==> src/rtl/blc_cal_ctrl.sv <==
// blc_cal_ctrl: black-level calibration sequencer; averages a pixel window over several frames
module blc_cal_ctrl #(
  parameter int PX_WIDTH        = 10,
  parameter int FRAME_RES_X     = 1920,
  parameter int FRAME_RES_Y     = 1080,
  parameter int WIN_X           = 0,
  parameter int WIN_Y           = 0,
  parameter int WIN_W_LOG2      = 4,
  parameter int WIN_H_LOG2      = 3,
  parameter int CAL_FRAMES_LOG2 = 2
) (
  input  logic                clk_i,
  input  logic                rst_i,
  input  logic                mode_i,
  input  logic                cal_stb_i,
  input  logic [PX_WIDTH-1:0] man_bl_i,
  input  logic [PX_WIDTH-1:0] tdata_i,
  input  logic                tvalid_i,
  input  logic                tready_i,
  input  logic                tuser_i,
  input  logic                tlast_i,
  output logic [PX_WIDTH-1:0] bl_o,
  output logic [PX_WIDTH-1:0] cur_bl_o,
  output logic                busy_o,
  output logic                done_o,
  output logic                err_o
);
  localparam int SH = WIN_W_LOG2 + WIN_H_LOG2 + CAL_FRAMES_LOG2;
  localparam int SW = PX_WIDTH + SH;
  localparam int XW = $clog2(FRAME_RES_X + 1) + 1;
  localparam int YW = $clog2(FRAME_RES_Y + 1) + 1;
  localparam logic [1:0] IDLE = 2'd0, WAIT_SOF = 2'd1, ACCUM = 2'd2, CALC = 2'd3;
  logic [1:0] state;
  logic [XW-1:0] x, px;
  logic [YW-1:0] y, py;
  logic [SW-1:0] sum, base_sum, new_sum;
  logic [CAL_FRAMES_LOG2:0] cnt, base_cnt, new_cnt;
  logic in_frame, beat, sof, win, frame_end, restart;
  assign busy_o = state != IDLE;
  assign done_o = state == CALC;
  // SOF beat is pixel (0,0) regardless of where the counters were left
  always_comb begin
    beat = tvalid_i && tready_i;
    sof = beat && tuser_i;
    px = sof ? '0 : x;
    py = sof ? '0 : y;
    win = beat && 32'(px) >= WIN_X && 32'(px) < WIN_X + 2**WIN_W_LOG2
               && 32'(py) >= WIN_Y && 32'(py) < WIN_Y + 2**WIN_H_LOG2;
    frame_end = beat && tlast_i && 32'(py) == FRAME_RES_Y - 1;
    // an SOF is a restart only when starting or when the previous frame never ended
    restart = sof && (state == WAIT_SOF || in_frame);
    base_sum = restart ? '0 : sum;
    base_cnt = restart ? '0 : cnt;
    new_sum = base_sum + (win ? SW'(tdata_i) : '0);
    new_cnt = base_cnt + {{CAL_FRAMES_LOG2{1'b0}}, frame_end};
  end
  always_ff @(posedge clk_i) begin
    if (!rst_i) begin
      state <= IDLE;
      x <= '0;
      y <= '0;
      sum <= '0;
      cnt <= '0;
      in_frame <= 1'b0;
      bl_o <= '0;
      cur_bl_o <= '0;
      err_o <= 1'b0;
    end else begin
      if (beat) begin
        x <= tlast_i ? '0 : px + 1'b1;
        y <= tlast_i ? py + 1'b1 : py;
      end
      if (frame_end) in_frame <= 1'b0;
      else if (sof) in_frame <= 1'b1;
      if (sof) bl_o <= mode_i ? cur_bl_o : man_bl_i;
      if (state == IDLE) begin
        if (cal_stb_i) begin
          state <= WAIT_SOF;
          err_o <= 1'b0;
        end
      end else if (state == CALC) begin
        cur_bl_o <= sum[SW-1:SH];
        state <= IDLE;
      end else if (beat && (state == ACCUM || sof)) begin
        sum <= new_sum;
        cnt <= new_cnt;
        if (state == ACCUM && restart) err_o <= 1'b1;
        state <= (frame_end && new_cnt[CAL_FRAMES_LOG2]) ? CALC : ACCUM;
      end
    end
  end
endmodule

==> config.mk <==
export PLATFORM = sky130hd
export DESIGN_NAME = blc_cal_ctrl
export DESIGN_NICKNAME = d
export VERILOG_FILES = /design/src/rtl/blc_cal_ctrl.sv
export SDC_FILE = /design/constraint.sdc
export NUM_CORES = 1
export LEC_CHECK = 0
export BUFFER_PORTS_ARGS = -buffer_cell sky130_fd_sc_hd__buf_2
export CAP_MARGIN = 20
export CORE_UTILIZATION = 63
export DETAILED_ROUTE_END_ITERATION = 10
export GPL_TIMING_DRIVEN = 0
export PLACE_DENSITY = 0.86
export SLEW_MARGIN = 20
export SYNTH_ARGS = -nofsm -noshare
export SYNTH_HDL_FRONTEND = slang
export SYNTH_SLANG_ARGS = --single-unit
export TNS_END_PERCENT = 1
==> constraint.sdc <==
create_clock -name clk_i -period 8.15 [get_ports clk_i]
set_input_delay 0.4075 -clock clk_i [delete_from_list [all_inputs] [get_ports clk_i]]
set_output_delay 0.4075 -clock clk_i [all_outputs]
set_load 0.02 [all_outputs]
==> results.json <==
{
  "cp-start-kind": "register",
  "final_layout_size_suffix_gt1_share_pct": 14.5,
  "antenna_found_initial": 0,
  "final_common_cell": "dfxtp_1",
  "fmax_mhz": 258,
  "die-area_sq_um": 6760,
  "min_path_type": "in2reg",
  "ys_types": 62,
  "cts_setup_buffers": 0,
  "num_vias": 3956,
  "chipWidth_um": 82.2,
  "coreArea_sq_um": 6060,
  "synth_edf_count": 0,
  "worst-slew-pin-transition_ns": 0.812,
  "die_h_um": 82.2,
  "path_cells": "buf_2 > nor4_1 > nand4_1 > or4_4 > a21oi_4 > and2_1 > ha_1 > a21oi_1 > o211ai_1 > a221oi_2 > o311ai_1 > a21oi_1",
  "clk_latency_ns": 0.35,
  "cts_tree": "done",
  "htreeDepth": 3,
  "cts_num_sinks": 70,
  "dpl.hpwl_mm": 7.48,
  "critPathMostFrequentCell": "a21oi_1",
  "routedWlPerCell_um": 16.4,
  "required_ns": 8.42,
  "ir_worst_vdd_mv": 0.112,
  "timing.final.crit_share_pct": 47.6,
  "cts_buffer_depth": 2,
  "synth_cells": 495,
  "grt_max_degree": 13,
  "grt_use_total_pct": 32.3,
  "synthArstFlopShare_pct": 0,
  "area_growth_pct": 13.9,
  "start_util_pct": 66.9,
  "critPathCaptureType": "register",
  "ys_seq_elements": 70,
  "syn_area_per_cell_sq_um": 8.19,
  "globalplace.congestion": 0.896,
  "grt_overflow": 0,
  "finClkSkew_ns": 0.00825,
  "final_antenna_net_count": 0,
  "port_buffers": 47,
  "drtPass1Iterations": 5,
  "clock-root-buffer": "clkbuf_8",
  "relSlewSlack_pct": 45.8,
  "setup_viol": 0,
  "layout_common_cells": "dfxtp_1, buf_2, nor2_1",
  "syn_area_sq_um": 4050,
  "grt_pass1_vias": 3658,
  "ys_seq_area_share_pct": 34.6,
  "cts.clk_slew.worst_paths_ns": 0.08,
  "viasPerCell": 6.25,
  "drt_iter0_drc": 244,
  "finalCriticalPeriod_ns": 3.88,
  "hold_viol_final": 0,
  "numCtsBuffers": 9,
  "cpPeakStageDelay_ns": 0.61,
  "holdBufCountCts": 0,
  "rsz0062_at_grt": "no",
  "wirelength_mm": 10.4,
  "finalSetupTns_ns": 0,
  "cellPowerDensity_nw_per_um2": 164,
  "run_status": "completed",
  "grt_pass1_wl_mm": 16.5,
  "antenna_cells": 0,
  "crit_slowest_cell": "a221oi_2",
  "drv_slew": 0,
  "row_count": 28,
  "synth_fp_nets": 542,
  "yosysWarnings": 0,
  "drcViolationCount": 0,
  "finalPower_mw": 0.759,
  "path_class": "reg2reg",
  "cts_resized": 0,
  "cap_violations": 0,
  "nets": 600,
  "synth_top_flop_cell": "dfxtp_1",
  "worstPathMaxFanout": 10,
  "p_leak_nw": 1.75,
  "ioPinCount": 51,
  "arrival_ns": 4.16
}
[metal layers]
| metal | share of wire [%] | GRT usage [%] | vias up | routed length, um |
|---|---|---|---|---|
| li1 | - | - | 1910 | - |
| met1 | 43 | 38.1 | 1857 | 4430 |
| met5 | 0 | 0 | - | 0 |
| met2 | 49 | 54.7 | 162 | 5080 |
| met4 | 2.5 | 16.8 | 0 | 257 |
| met3 | 6.0 | 6.92 | 27 | 622 |
[final cells by class]
type / instances / area [sq um]
Tap cell: 75 / 93.8
Clock buffer: 11 / 151
Sequential cell: 70 / 1400
Buffer: 28 / 113
Multi-Input combinational cell: 383 / 2490
Inverter: 14 / 52.6
Clock inverter: 5 / 81.3
Timing Repair Buffer: 47 / 235
Fill cell: 446 / 1450
[final timing paths]
check | endpoint | cells past startpoint | from | slack (ns)
max | sum[13] | 12 | x[6] | 4.27
min | err_o | 4 | cal_stb_i | 0.39
max reg2reg | sum[13] | 12 | x[6] | 4.27
min reg2reg | cnt[1] | 2 | cnt[1] | 0.46
[critical path: cells and delay by family, from the launching register on]
| family | cells | cell delay (ns) |
|---|---|---|
| fa+ha+maj | 1 | 0.25 |
| buf+inv | 1 | 0.15 |
| flops | 1 | 0.30 |
| simple gates | 4 | 1.23 |
| compound gates | 6 | 1.86 |
[where the power goes]
group	internal, mW	switching [mW]
logic	0.0281	0.0564
registers	0.347	0.00386
clock network	0.189	0.134
total	0.564	0.194
[logic make-up (layout without fill, tap and decap cells)]
family / count (synthesis) / count (layout) / synth area share, %
buffers and inverters: 42 / 105 / 4.08
flip-flops: 70 / 70 / 34.6
AO/OA/AOI/OAI: 119 / 119 / 19.8
AND/OR/NAND/NOR: 208 / 208 / 26.7
multiplexers: 24 / 24 / 5.96
XOR/XNOR: 13 / 13 / 2.81
adder cells (fa/ha/maj): 19 / 19 / 6.05
[state kept, by name, indices dropped and copies added, names as in the netlist]
name	cells
err_o	1
sum	19
cnt	3
y	12
in_frame	1
state	2
cur_bl_o	10
bl_o	10
x	12
[stage by stage]
step	hold WS, ns	instance area, sq um	setup WS, ns	instances	util (%)
after floorplan	0.427	4050	5.14	495	-
after global placement	0.437	4380	4.52	617	72.3
after detailed placement	0.447	4380	4.39	617	72.3
after CTS	0.390	4610	4.36	633	76.1
after global routing	0.392	4610	4.12	633	76.1
final	0.394	4610	4.27	633	76.1
[synth_stat cells (all sizes together) (2+ instances only)]
master | n | area [sq um]
or3 | 6 | 37.5
clkbuf | 18 | 67.6
mux2i | 23 | 230
nand4 | 10 | 62.6
nor3b | 2 | 15.0
nor4b | 3 | 53.8
nand3 | 20 | 105
a21o | 3 | 22.5
ha | 18 | 225
a21oi | 38 | 201
nand4b | 2 | 17.5
a211oi | 13 | 97.6
nor3 | 11 | 55.1
a31oi | 3 | 18.8
and3 | 6 | 37.5
nand2b | 2 | 12.5
buf | 10 | 45.0
nor2 | 51 | 191
xor2 | 3 | 26.3
inv | 14 | 52.6
a32oi | 2 | 17.5
o311ai | 2 | 17.5
dfxtp | 70 | 1400
nand2 | 46 | 173
o211ai | 4 | 30.0
nor4 | 7 | 43.8
a2111o | 2 | 22.5
a22oi | 2 | 15.0
xnor2 | 10 | 87.6
a221oi | 3 | 32.5
o21ai | 25 | 125
and2 | 30 | 188
o31ai | 2 | 15.0
and4 | 2 | 17.5
nand3b | 4 | 30.0
o21bai | 2 | 15.0
nor2b | 4 | 25.0
o2111a | 2 | 23.8
a211o | 2 | 17.5
o2111ai | 3 | 32.5
a311oi | 2 | 17.5
No activity file was read; power rests on OpenSTA's default activity.
